`config.mk`:
```
export PLATFORM = sky130hd
export DESIGN_NAME = mux_nto1_stream
export DESIGN_NICKNAME = d
export VERILOG_FILES = /design/src/rtl/mux_nto1_stream.sv
export SDC_FILE = /design/constraint.sdc
export NUM_CORES = 1
export LEC_CHECK = 0
export CAP_MARGIN = 10
export CORE_MARGIN = 2
export CORE_UTILIZATION = 40
export CTS_CLUSTER_SIZE = 30
export DETAILED_ROUTE_END_ITERATION = 7
export PLACE_DENSITY_LB_ADDON = 0.08
export SLEW_MARGIN = 20
export SYNTH_ARGS = -nofsm -noshare
export SYNTH_HDL_FRONTEND = slang
export SYNTH_SLANG_ARGS = --single-unit
```
`constraint.sdc`:
```
create_clock -name clk -period 3.4 [get_ports clk]
set_input_delay 0.68 -clock clk [delete_from_list [all_inputs] [get_ports clk]]
set_output_delay 0.68 -clock clk [all_outputs]
set_load 0.05 [all_outputs]
```
`src/rtl/mux_nto1_stream.sv`:
```
// Registered N:1 streaming multiplexer with valid/ready handshakes.
// Channel choice is either an external select or round-robin arbitration.
module mux_nto1_stream #(
    parameter int N    = 4,
    parameter int W    = 8,
    parameter int SELW = 2
) (
    input  logic            clk,
    input  logic            rst_n,
    input  logic            mode,
    input  logic [SELW-1:0] sel,
    input  logic [N*W-1:0]  in_data,
    input  logic [N-1:0]    in_valid,
    output logic [N-1:0]    in_ready,
    output logic [W-1:0]    out_data,
    output logic [SELW-1:0] out_chan,
    output logic            out_valid,
    input  logic            out_ready
);

    logic [W-1:0]    data_q, data_d;
    logic [SELW-1:0] chan_q, chan_d;
    logic            valid_q, valid_d;
    logic [SELW-1:0] ptr_q, ptr_d;

    logic            load;
    logic            xfer;
    logic            gnt_vld;
    logic [SELW-1:0] gnt_idx;
    logic [W-1:0]    gnt_data;
    logic            hi_found, lo_found;
    logic [SELW-1:0] hi_idx, lo_idx;

    assign load = !valid_q || out_ready;

    // Descending scans leave the lowest matching index as the winner.
    always_comb begin
        gnt_vld  = 1'b0;
        gnt_idx  = '0;
        hi_found = 1'b0;
        lo_found = 1'b0;
        hi_idx   = '0;
        lo_idx   = '0;
        if (!mode) begin
            for (int i = 0; i < N; i++) begin
                if (sel == SELW'(i) && in_valid[i]) begin
                    gnt_vld = 1'b1;
                    gnt_idx = SELW'(i);
                end
            end
        end else begin
            for (int i = N - 1; i >= 0; i--) begin
                if (in_valid[i]) begin
                    if (SELW'(i) >= ptr_q) begin
                        hi_found = 1'b1;
                        hi_idx   = SELW'(i);
                    end else begin
                        lo_found = 1'b1;
                        lo_idx   = SELW'(i);
                    end
                end
            end
            gnt_vld = hi_found || lo_found;
            gnt_idx = hi_found ? hi_idx : lo_idx;
        end
    end

    always_comb begin
        gnt_data = '0;
        in_ready = '0;
        for (int i = 0; i < N; i++) begin
            if (gnt_idx == SELW'(i)) begin
                gnt_data    = in_data[i*W +: W];
                in_ready[i] = load && rst_n && gnt_vld;
            end
        end
    end

    assign xfer = |(in_valid & in_ready);

    always_comb begin
        data_d  = data_q;
        chan_d  = chan_q;
        valid_d = valid_q;
        ptr_d   = ptr_q;
        if (xfer) begin
            data_d  = gnt_data;
            chan_d  = gnt_idx;
            valid_d = 1'b1;
            if (mode) begin
                ptr_d = (gnt_idx == SELW'(N - 1)) ? '0 : gnt_idx + SELW'(1);
            end
        end else if (valid_q && out_ready) begin
            valid_d = 1'b0;
        end
    end

    always_ff @(posedge clk) begin
        if (!rst_n) begin
            data_q  <= '0;
            chan_q  <= '0;
            valid_q <= 1'b0;
            ptr_q   <= '0;
        end else begin
            data_q  <= data_d;
            chan_q  <= chan_d;
            valid_q <= valid_d;
            ptr_q   <= ptr_d;
        end
    end

    assign out_data  = data_q;
    assign out_chan  = chan_q;
    assign out_valid = valid_q;

endmodule
```
Word-level counts from Yosys, hierarchy flattened. Cells that the tools add are included.

Register bits after elaboration: 13. Input port bits: 42. Output and inout port bits: 15. Word-level logic and storage cells: 86.

$add $sub $neg: 1. Magnitude comparators: 4. Equality and inequality tests: 6. Multiplexer cells: 55. Bitwise logic cells: 1. Reduce and logical (&&, ||, !) cells: 15.

Operators by type and width (count): 2-bit two-way mux (21); 8-bit two-way mux (4); 1-bit two-way mux (30); 2-bit equality test, second input constant (4); 1-bit logical AND (7); 4-bit AND (1); 2-bit by 1-bit equality test with 1-bit output, second input constant (2); 1-bit by 2-bit >= comparator with 1-bit output, first input constant (2); 2-bit >= comparator, first input constant (2); 2-bit zero test (2); 4-bit OR reduction (1); 2-bit by 1-bit adder with 2-bit output, second input constant (1); 1-bit logical OR (2); 2-bit AND reduction (1); 2-bit nonzero test (1); 1-bit zero test (1).

Depth between registers and ports, before layout.
Depth in word-level cells: 17. Mapped depth: 12. Gate-level depth less buffers: 9.

Least setup slack after synthesis. No wires, ideal clock.

Path kind: input-to-output. Start point: input mode. End point: output in_ready[2]. Data arrival time: 3245 ps. Data required time: 2720 ps. Path slack: -525 ps. Stages on the path: 8. Buffers on the path: 2. Cells stage by stage: buf_2 -> a22oi_1 -> or4_4 -> nand2_1 -> ha_1 -> buf_2 -> clkinv_1 -> nor3_1.

Word-level cells in the longest chain between the ends: 3. Elaborated cells between the ends (all ways): 5. Those cells by class: 1 x eq/ne; 3 x mux; 1 x reduce/logical.

RTL lines: start, declared (line 10) `input logic mode,`; 2-bit two-way mux or 1-bit two-way mux (tied branches) (line 44) `if (!mode) begin`; 2-bit equality test or 1-bit logical AND (tied branches) (line 72, 74); 1-bit two-way mux * (line 72) `if (gnt_idx == SELW'(i)) begin`; end, declared (line 14) `output logic [N-1:0] in_ready,`.

Mark *: on every way between the ends. The rest lies on a longest branch, timed or not.

Worst setup path in the final report.
Start point: input in_valid[3]. End point: output in_ready[1].

Word-level cells in the longest chain between the ends: 12. Elaborated cells between the ends (all ways): 40. Those cells by class: 1 x eq/ne; 36 x mux; 3 x reduce/logical.

RTL lines: start, declared (line 13) `input logic [N-1:0] in_valid,`; 1-bit two-way mux (line 53) `if (in_valid[i]) begin`; 1-bit two-way mux (line 54) `if (SELW'(i) >= ptr_q) begin`; 1-bit two-way mux (line 53); 1-bit two-way mux (line 54); 1-bit two-way mux (line 53); 1-bit two-way mux (line 54); 1-bit two-way mux (line 53); 1-bit two-way mux (line 44); 2-bit two-way mux (line 64) `gnt_idx = hi_found ? hi_idx : lo_idx;`; 2-bit two-way mux * (line 44); net gnt_idx[0] (line 29) `logic [SELW-1:0] gnt_idx;`; 2-bit by 1-bit equality test with 1-bit output * (line 72); 1-bit two-way mux * (line 72).

The timed path passes the listed nets; every way through them passes the cells marked *. The select of a mux whose other input is x is not followed.

==> impl_metrics.toml <==
[run_status]
status = "finished, final reports clean"

[setup_path]
cp-end-kind = "output pin"
path_cells = "clkdlybuf4s50_1, mux2i_1, o32ai_2, and2_4, ha_2, inv_1, nor3_4, buf_12"
reg2reg_to = "out_data[0]"
reg2reg_depth = 10
r2r_start = "ptr_q[1]"
slowest_delay_ns = 0.57
cp_data_arrival_time_ns = 2.66
reg2reg_slack_ns = 0.62
crit_family = "buffers and inverters"
startpoint_type = "input port"
required_ns = 2.72
worst_path_max_delay_cell = "clkdlybuf4s50_1"
worstSetupPathType = "in -> out"
critPathBufInv = 3
crit_fanout = 4

[pwr]
power.density_nw_per_um2 = 329
pwr-share-comb_pct = 58.0
cellLeakagePower_nw = 0.758
p_int_w = 0.000396
p_seq_share_pct = 27.3
finalPower_w = 0.000662
clkPwrFrac_pct = 14.7
power.share.switching_pct = 40.2
p_sw_w = 0.000266
ir_drop_v = 0.000316

[cts]
cts_sinks = 13
numCtsBuffers = 3
clock_tree.htree_level_count = 1
clkTransAtPathRegs_ns = 0.08
cts_buffer_depth = 2
ctsHoldBuffers = 0
clk_latency_ns = 0.28
ctsRootBufferMaster = "clkbuf_4"
tritoncts = "done"

[synth]
synth-edff-count = 0
synth_area_um2 = 1160
ys_seq_area_share_pct = 22.5
ys_types = 43
synth_commonest_cells = "nand2_1 (15), dfxtp_1 (13), a21oi_2 (8), a311oi_2 (8), o211ai_1 (8)"
synth_area_leaders = "dfxtp_1 (22%), a311oi_2 (10%), a21oi_2 (6.1%)"
synth_largest_area_cell = "dfxtp_1"
syn-num-nets = 176
synth_cells = 130
synth_top_area_share_pct = 22.5
syn_avg_cell_area_um2 = 8.90
yosysWarnings = 0
synth_most_common_cell = "nand2_1"
ys.flop_type = "dfxtp_1"
async_flop_share_pct = 0
ys_seq_elements = 13

[routing]
dr.max_layer_used = "met4"
via_count = 1313
viasPerCell = 5.59
wirelength_um = 3680
drcViolationCount = 0
wl_met2_um = 1760
firstDrtPassIters = 4
initialDrtViolationCount = 38
met3_length_um = 298
drt-met1-wl_um = 1600
wl_per_cell_um = 15.7
detail-route-antenna-nets = 0

[floorplanning]
core_um2 = 2760
chipHeight_um = 57.8
start_util_pct = 42.0
die_w_um = 57.8
row_count = 19
dieArea_um2 = 3340
io_pins = 57

[placed_design]
place_congestion = 0.851
hpwl_um = 2830
io_buffer_count = 56
place_ws_ns = -0.0834

[timing]
final.period_utilization_pct = 98.3
hold_viol = 0
clock.fmax_mhz = 299
maxSlewHeadroom_pct = 63.8
skew_ns = 0.00747
fin_ws_ns = 0.0570
worstMarginPinSlew_ns = 0.542
finalSetupViolCount = 0
finalSetupTns_ns = 0
maxSlewViolCount = 0
min_period_ns = 3.34

[min_path]
holdPathStages = 2
min_from = "out_data[7]"
holdPathEnd = "out_data[7]"
hold_class = "reg -> reg"

[final_layout]
drive_gt1_share_pct = 34.8
post-route-util_pct = 73.0
n_antenna_cell = 0
nNetsFinal = 251
area_growth_pct = 74.1

[global_routing]
grt_max_degree = 12
grt_first_pass_wirelength_um = 5720
grt_pass1_vias = 1272
grt_usage_pct = 21.9
antenna_found_initial = 0
gr-total-overflow = 0

[run]
cap_violations = 0
==> worst min-delay path, stage by stage, from the launching register on <==
cell      delay (ns)
dfxtp_1         0.32
a21oi_2         0.11
a311oi_2        0.05
==> metrics by stage <==
step	instances	hold slack (ns)	cell area, µm²
6_report	235	0.531	2010
3_5_place_dp	230	0.523	1910
5_1_grt	235	0.558	2010
4_1_cts	234	0.533	1970
2_1_floorplan	130	0.526	1180
3_3_place_gp	230	0.508	1910
==> cell type report <==
type,count,area (µm²)
multi-input cells,101,883
flip-flops and latches,13,260
inverters,7,27.5
clock inverters,1,5.00
clock buffers,3,22.5
fillers,209,743
repair buffers,79,777
well taps,31,38.8
==> how the worst max path moves through the flow <==
stage | from | end | slack [ns] | cells after the start
floorplan | mode | in_ready[2] | -0.12 | 8
global placement | in_valid[1] | out_data[1] | -0.07 | 13
detailed placement | in_valid[1] | out_data[1] | -0.08 | 13
CTS | mode | in_ready[3] | 0.009 | 9
global route | in_valid[3] | in_ready[1] | -0.03 | 8
finish | in_valid[3] | in_ready[1] | 0.06 | 8
==> power groups by stage <==
stage	Clock, W	Sequential (W)	Combinational [W]
detailed placement	0	0.000184	0.000366
CTS	0.0000984	0.000181	0.000375
global placement	0	0.000182	0.000360
floorplan	0	0.000230	0.000174
finish	0.0000977	0.000181	0.000384
global route	0.000108	0.000183	0.000407
==> cells by family (layout without fill, tap and decap cells) <==
logic type               count (synthesis)  in the layout  share of synthesized area [%]
AO/OA/AOI/OAI                           54             54                           44.9
buffers and inverters                   16             90                           7.89
AND/OR/NAND/NOR                         40             40                           17.8
flip-flops                              13             13                           22.5
multiplexers                             3              3                           2.59
adder cells (fa/ha/maj)                  4              4                           4.32
==> state kept, by name, indices dropped and copies added, names as in the netlist <==
name	count
ptr_q	2
out_chan	2
out_valid	1
out_data	8
==> layout by cell type, fill, tap and decap left out, types with 2 or more instances in the layout <==
cell type and n:
and2_4 2, o211ai_1 8, ha_2 3, nand2b_1 3
inv_2 2, buf_6 3, a221o_1 6, dfxtp_1 13
clkdlybuf4s50_1 50, buf_4 21, nand3_1 3, inv_1 4
nor2b_1 3, a21oi_2 8, buf_12 3, mux2i_1 3
o21ai_0 2, a22oi_2 3, a311oi_2 8, nand2_1 14
nor3_4 4, a21oi_1 6, nor2_1 3, clkbuf_4 3
clkinv_2 2, dlymetal6s2s_1 2
==> routing by layer <==
metal / GRT usage [%] / vias to the layer above
li1: - / 648
met1: 28.3 / 607
met2: 37.5 / 56
met3: 4.69 / 2
met4: 4.98 / 0
met5: 0 / -
==> repair_timing <==
item	in CTS	in global routing
buffers inserted	0	1
setup endpoints to repair	4	4
pin swaps	2	5
cloned	0	0
gates resized for setup	9	10
No activity file was read; power rests on OpenSTA's default activity.
